## src/rtl/branch_predictor.sv

```systemverilog
// branch_predictor: direct-mapped BTB with saturating direction counters that
// returns a same-cycle next-PC prediction for the fetch PC and trains from
// branch/jump/jr outcomes resolved in decode.
// Optional feature: define BPU_RAS_EN to add a circular return-address stack
// that overrides the BTB target for RET entries while it holds addresses.
module branch_predictor #(
    parameter int unsigned PC_W      = 10,
    parameter int unsigned ENTRIES   = 16,
    parameter int unsigned CTR_W     = 2,
    parameter int unsigned RAS_DEPTH = 4
) (
    input  logic            clk,
    input  logic            rst,
    input  logic [PC_W-1:0] pc_IF,
    output logic            pred_taken,
    output logic [PC_W-1:0] pred_target,
    input  logic            hold,
    input  logic            upd_en,
    input  logic [PC_W-1:0] upd_pc,
    input  logic [1:0]      upd_type,
    input  logic            upd_taken,
    input  logic [PC_W-1:0] upd_target,
    input  logic            ras_push,
    input  logic [PC_W-1:0] ras_push_addr,
    input  logic            ras_pop
);

    localparam int unsigned IDX_W = $clog2(ENTRIES);
    localparam int unsigned TAG_W = PC_W - IDX_W;

    localparam int unsigned CTR_WT_I = 1 << (CTR_W - 1);
    localparam logic [CTR_W-1:0] CTR_MAX = {CTR_W{1'b1}};
    localparam logic [CTR_W-1:0] CTR_WT  = CTR_W'(CTR_WT_I);
    localparam logic [CTR_W-1:0] CTR_WNT = CTR_W'(CTR_WT_I - 1);

    localparam logic [1:0] T_COND = 2'b00;
    localparam logic [1:0] T_RET  = 2'b10;
    localparam logic [1:0] T_RSVD = 2'b11;

    // BTB storage; only valid and ctr carry reset values
    logic [ENTRIES-1:0] valid_q;
    logic [TAG_W-1:0]   tag_q    [ENTRIES];
    logic [PC_W-1:0]    target_q [ENTRIES];
    logic [1:0]         type_q   [ENTRIES];
    logic [CTR_W-1:0]   ctr_q    [ENTRIES];

    // Return-address stack view used by the lookup path
    logic               ras_valid;
    logic [PC_W-1:0]    ras_top;

    // Lookup-side signals
    logic [IDX_W-1:0]   rd_idx;
    logic [TAG_W-1:0]   rd_tag;
    logic               rd_hit;
    logic [1:0]         rd_type;

    // Training-side signals
    logic [IDX_W-1:0]   wr_idx;
    logic [TAG_W-1:0]   wr_tag;
    logic               wr_hit;
    logic               train;
    logic               wr_en;
    logic [CTR_W-1:0]   cur_ctr;
    logic [CTR_W-1:0]   new_ctr;

    assign rd_idx = pc_IF[IDX_W-1:0];
    assign rd_tag = pc_IF[PC_W-1:IDX_W];
    assign wr_idx = upd_pc[IDX_W-1:0];
    assign wr_tag = upd_pc[PC_W-1:IDX_W];

    // Combinational lookup from the flopped tables (pre-update contents)
    always_comb begin
        rd_hit      = valid_q[rd_idx] && (tag_q[rd_idx] == rd_tag);
        rd_type     = type_q[rd_idx];
        pred_taken  = 1'b0;
        pred_target = pc_IF + PC_W'(1);
        if (rd_hit && ((rd_type != T_COND) || ctr_q[rd_idx][CTR_W-1])) begin
            pred_taken = 1'b1;
            if ((rd_type == T_RET) && ras_valid) begin
                pred_target = ras_top;
            end else begin
                pred_target = target_q[rd_idx];
            end
        end
    end

    // Decide whether and how the resolved instruction updates its entry
    always_comb begin
        train   = upd_en && !hold && (upd_type != T_RSVD);
        wr_hit  = valid_q[wr_idx] && (tag_q[wr_idx] == wr_tag);
        cur_ctr = ctr_q[wr_idx];
        wr_en   = 1'b0;
        new_ctr = cur_ctr;
        if (train) begin
            if (wr_hit) begin
                wr_en = 1'b1;
                if (upd_type == T_COND) begin
                    if (upd_taken) begin
                        new_ctr = (cur_ctr == CTR_MAX) ? cur_ctr : cur_ctr + CTR_W'(1);
                    end else begin
                        new_ctr = (cur_ctr == '0) ? cur_ctr : cur_ctr - CTR_W'(1);
                    end
                end else begin
                    new_ctr = CTR_MAX;
                end
            end else if (upd_taken) begin
                // Allocation replaces whatever currently occupies the index
                wr_en   = 1'b1;
                new_ctr = (upd_type == T_COND) ? CTR_WT : CTR_MAX;
            end
        end
    end

    // BTB state update; reset wins over a same-cycle training write
    always_ff @(posedge clk) begin
        if (rst) begin
            valid_q <= '0;
            for (int i = 0; i < int'(ENTRIES); i++) begin
                ctr_q[i] <= CTR_WNT;
            end
        end else if (wr_en) begin
            valid_q[wr_idx]  <= 1'b1;
            tag_q[wr_idx]    <= wr_tag;
            target_q[wr_idx] <= upd_target;
            type_q[wr_idx]   <= upd_type;
            ctr_q[wr_idx]    <= new_ctr;
        end
    end

`ifdef BPU_RAS_EN
    localparam int unsigned RAS_PW = $clog2(RAS_DEPTH);
    localparam int unsigned RAS_CW = RAS_PW + 1;

    logic [PC_W-1:0]   ras_mem [RAS_DEPTH];
    logic [RAS_PW-1:0] ras_ptr;
    logic [RAS_CW-1:0] ras_cnt;
    logic [RAS_PW-1:0] ras_top_idx;

    assign ras_top_idx = ras_ptr - RAS_PW'(1);
    assign ras_valid   = (ras_cnt != '0);
    assign ras_top     = ras_mem[ras_top_idx];

    // Circular stack: full push overwrites oldest, empty pop is ignored
    always_ff @(posedge clk) begin
        if (rst) begin
            ras_ptr <= '0;
            ras_cnt <= '0;
        end else if (!hold) begin
            if (ras_push && ras_pop && ras_valid) begin
                ras_mem[ras_top_idx] <= ras_push_addr;
            end else if (ras_push) begin
                ras_mem[ras_ptr] <= ras_push_addr;
                ras_ptr          <= ras_ptr + RAS_PW'(1);
                if (ras_cnt != RAS_CW'(RAS_DEPTH)) begin
                    ras_cnt <= ras_cnt + RAS_CW'(1);
                end
            end else if (ras_pop && ras_valid) begin
                ras_ptr <= ras_ptr - RAS_PW'(1);
                ras_cnt <= ras_cnt - RAS_CW'(1);
            end
        end
    end
`else
    localparam int unsigned unused_ras_depth = RAS_DEPTH;

    // Without the stack, RET entries fall back to their stored BTB target
    logic unused_ras;
    assign unused_ras = ^{ras_push, ras_pop, ras_push_addr};
    assign ras_valid  = 1'b0;
    assign ras_top    = '0;
`endif

endmodule

```

## config.mk

```make
export PLATFORM = sky130hd
export DESIGN_NAME = branch_predictor
export DESIGN_NICKNAME = d
export VERILOG_FILES = /design/src/rtl/branch_predictor.sv
export SDC_FILE = /design/constraint.sdc
export NUM_CORES = 1
export LEC_CHECK = 0
export ABC_AREA = 1
export BUFFER_PORTS_ARGS = -buffer_cell sky130_fd_sc_hd__buf_2
export CORE_AREA = 5 5 233 235
export CTS_BUF_LIST = sky130_fd_sc_hd__clkbuf_8
export DETAILED_ROUTE_END_ITERATION = 6
export DIE_AREA = 0 0 238 240
export PLACE_DENSITY = 0.55
export SLEW_MARGIN = 10
export SYNTH_ARGS = -nofsm -noshare
export SYNTH_HDL_FRONTEND = slang
export SYNTH_SLANG_ARGS = --single-unit
export TNS_END_PERCENT = 20
```

## constraint.sdc

```tcl
create_clock -name clk -period 2.3 [get_ports clk]
set_clock_uncertainty 0.05 [all_clocks]
set_input_delay 0.23 -clock clk [delete_from_list [all_inputs] [get_ports clk]]
set_output_delay 0.23 -clock clk [all_outputs]
set_load 0.01 [all_outputs]
```

==> results.json <==
{
  "maxCapViolations": 0,
  "slew_violations": 0,
  "totalWireLength_um": 51000,
  "place_worst_setup_slack_ns": -0.529,
  "asyncSetResetFlopFracSynth_pct": 0,
  "max-clock-path-buffers": 3,
  "clock_latency_ns": 0.63,
  "mappedNetlistArea_mm2": 0.0154,
  "filler_cell_count": 5080,
  "worst_setup_path_startpoint": "tag_q[0][3]",
  "grt_overflow_total": 0,
  "failed_checks": "setup timing",
  "post_route_fraction_of_the_period_consumed_by_the_critical_path_pct": 126,
  "finalPower_uw": 13000,
  "data_arrival_time_of_the_worst_path_ns": 2.62,
  "max_clock_freq_ghz": 0.345,
  "layout-area-overhead-vs-synth_pct": 30.4,
  "worstHoldPathType": "input port to flip-flop",
  "maximum_number_of_pins_on_one_net_before_global_route_repair": 62,
  "core_mm2": 0.0520,
  "syn-num-nets": 1561,
  "drc_errors": 0,
  "power_leakage_uw": 0.00774,
  "worstSetupEndpointType": "output pin",
  "cts-htree-levels": 2,
  "outcome": "finished with violations",
  "layout.nets": 1811,
  "synthesis.instances": 1511,
  "synth.ff_latch_count": 336,
  "worst_r2r_startpoint": "tag_q[15][3]",
  "rr_worst_depth": 18,
  "final_period_minus_worst_setup_slack_ns": 2.90,
  "detailed_place_hpwl_um": 34400,
  "most_used_flip_flop_cell_after_synthesis": "edfxtp_1",
  "criticalPathCategory": "flip-flop to output pin",
  "finalHoldViolCount": 0,
  "timing.reg2reg.setup_slack_ns": -0.42,
  "clock_sink_count": 336,
  "r2r_end": "target_q[7][3]",
  "setup-violations-final": 374,
  "i_o_pin_total": 60,
  "grt_pass1_vias": 11911,
  "io_buf_count": 47,
  "die_area_mm2": 0.0571,
  "floorplan.initialDensity_pct": 29.7,
  "die_height_um": 240,
  "clkSlewWorstSetupHoldPaths_ns": 0.06,
  "grt_antenna_before_repair": 1,
  "final_replace_weighted_congestion": 0.877,
  "post_drt_via_cell_ratio": 4.99,
  "place_area_mm2": 0.0181,
  "antenna-diode-count": 0,
  "grt_first_pass_wirelength_um": 75300,
  "critical_path.startpoint_type": "flip-flop",
  "die_width_um": 238,
  "number_of_enable_flip_flop_cells_after_synthesis": 320,
  "vias": 12406,
  "tritoncts": "yes",
  "firstDrtPassIters": 5,
  "setup_ws_ns": -0.598,
  "unrepaired_setup_endpoints_after_global_routing": "yes",
  "rows": 84,
  "synth_seq_area_share_pct": 64.3,
  "synth-warning-count": 0,
  "postSynthAreaPerCell_um2": 10.2,
  "drt-initial-drc-count": 1048,
  "vdd_drop_max_uv": 481,
  "tightestPinTransition_ns": 0.637,
  "share_of_layout_cells_above_drive_strength_1_pct": 24.6,
  "worstPathRequired_ns": 2.02,
  "finish.instance_area_mm2": 0.0201,
  "slew_headroom_pct": 57.5,
  "drt-wirelength-per-cell_um": 20.5,
  "synth.lib_cells_used.distinct": 41,
  "p_per_area_mw_per_mm2": 647,
  "grtUsageTotal_pct": 17.3,
  "crit_fanout": 5,
  "cts_made_buffers": 55,
  "ctsRootBufferMaster": "clkbuf_8",
  "cp-endpoint": "pred_target[2]",
  "number_of_antenna_violating_nets_in_the_routed_design": 0
}
critical path, cell delays in order (launching register included):
cell	delay (ns)
edfxtp_1	0.38
inv_1	0.11
a21oi_1	0.06
o21ai_0	0.07
nand3_1	0.13
nand3_4	0.15
nand3_4	0.11
xnor2_2	0.18
nand3_2	0.12
nor2_4	0.19
buf_4	0.18
nand3_1	0.13
nand2_4	0.11
buf_6	0.10
routing by layer:
metal  GRT usage (%)  vias up  wire length (um)
met2            27.4      574             23300
met5               0        -                 0
li1                -     5756                 -
met1            24.6     5986             22100
met4            4.05        0              1150
met3            3.51       90              4420
timing repair:
action / 4_1_cts / 5_1_grt
gates resized for setup: 68 / 87
gates cloned: 7 / 4
hold buffers: 14 / 0
pin swaps: 8 / 24
setup endpoints to repair: 348 / 379
hold endpoints to repair: 151 / 0
buffers inserted: 18 / 7
worst min-delay path by stage:
stage	end	cells past startpoint	slack (ns)	from
2_1_floorplan	tag_q[0][0]	0	0.28	upd_pc[4]
3_3_place_gp	valid_q[7]	2	0.42	valid_q[7]
3_5_place_dp	valid_q[7]	2	0.42	valid_q[7]
4_1_cts	type_q[8][0]	2	0.02	upd_type[0]
5_1_grt	type_q[8][0]	2	0.04	upd_type[0]
6_report	type_q[8][0]	2	0.05	upd_type[0]
registers in the layout, summed over array words and instances, names as in the netlist:
name and count:
ctr_q 32, tag_q 96, target_q 160, type_q 32
valid_q 16
layout make-up:
cell class	instances	area [um^2]	share of cell area (%)
timing repair buffer	278	2910	14.5
tap	688	861	4.28
multi-input combinational	991	5030	25.0
inverter	99	419	2.08
clock inverter	39	206	1.03
clock buffer	56	771	3.83
sequential	336	9930	49.3
Yosys cell counts (2+ instances only):
cell	n	area (um^2)
nand4_4	7	149
xnor2_1	2	17.5
nor2_1	164	616
xor2_1	9	78.8
buf_4	3	22.5
nor4_1	3	18.8
dfxtp_1	16	320
buf_6	11	124
inv_1	81	304
o311ai_0	4	35.0
o22ai_1	27	169
a22oi_1	6	45.0
nor3_1	2	10.0
o211ai_1	9	67.6
edfxtp_1	320	9610
nand3_2	2	20.0
nand3_1	62	310
buf_2	22	110
inv_2	10	37.5
nand3b_1	2	15.0
nand2_2	2	12.5
o21bai_1	3	22.5
nor2_2	3	18.8
clkinv_1	8	30.0
o21ai_1	15	75.1
nand4_2	3	37.5
o221ai_1	23	201
nand2_1	407	1530
nand4_1	7	43.8
o21ai_0	166	831
buf_1	3	11.3
a21oi_1	52	260
or2_2	4	25.0
clkbuf_1	45	169
a22o_1	2	17.5
stage by stage:
step	TNS (ns)	std cells	hold slack (ns)	utilization, %
detailed placement	-157.11	2347	0.418	34.7
global route	-164.75	2487	0.0374	38.7
global placement	-139.90	2347	0.418	34.7
floorplan	-6.84	1511	0.279	-
finish	-109.90	2487	0.0515	38.7
CTS	-102.80	2481	0.0240	38.0
where the power goes:
part           internal, uW  switching [uW]  leakage [uW]  total (uW)
Sequential             6720            12.7       0.00299        6730
Combinational           547             939       0.00415        1490
Clock                  2380            2430      0.000589        4810
kinds of logic (layout without fill, tap and decap cells):
kind of cell / after synthesis / count (layout) / share of synthesized area (%)
AND/OR/NAND/NOR: 668 / 668 / 18.2
flip-flops: 336 / 336 / 64.3
XOR/XNOR: 11 / 11 / 0.624
adder cells (fa/ha/maj): 1 / 1 / 0.0810
buffers and inverters: 184 / 472 / 5.37
AO/OA/AOI/OAI: 311 / 311 / 11.4
cells in the final DEF, fill, tap and decap left out, types with 6 or more instances in the layout:
cell / synthesis / final
nand2_1: 407 / 372
edfxtp_1: 320 / 320
nor2_1: 164 / 160
o21ai_0: 166 / 157
buf_4: 3 / 142
inv_1: 81 / 93
clkbuf_8: 0 / 56
buf_12: 1 / 50
nand3_1: 62 / 49
a21oi_1: 52 / 43
buf_2: 22 / 35
nand2_2: 2 / 30
buf_6: 11 / 29
o22ai_1: 27 / 27
o21ai_1: 15 / 22
o221ai_1: 23 / 22
dfxtp_1: 16 / 16
dlygate4sd3_1: 0 / 14
clkinv_1: 8 / 12
nand3_2: 2 / 11
inv_2: 10 / 9
a21oi_2: 0 / 9
o211ai_1: 9 / 9
nand4_4: 7 / 9
nand2_4: 0 / 7
xor2_1: 9 / 7
inv_4: 0 / 7
nand4_1: 7 / 7
clkinv_2: 0 / 6
a22oi_1: 6 / 6
Power figures use the tool's default switching activity.
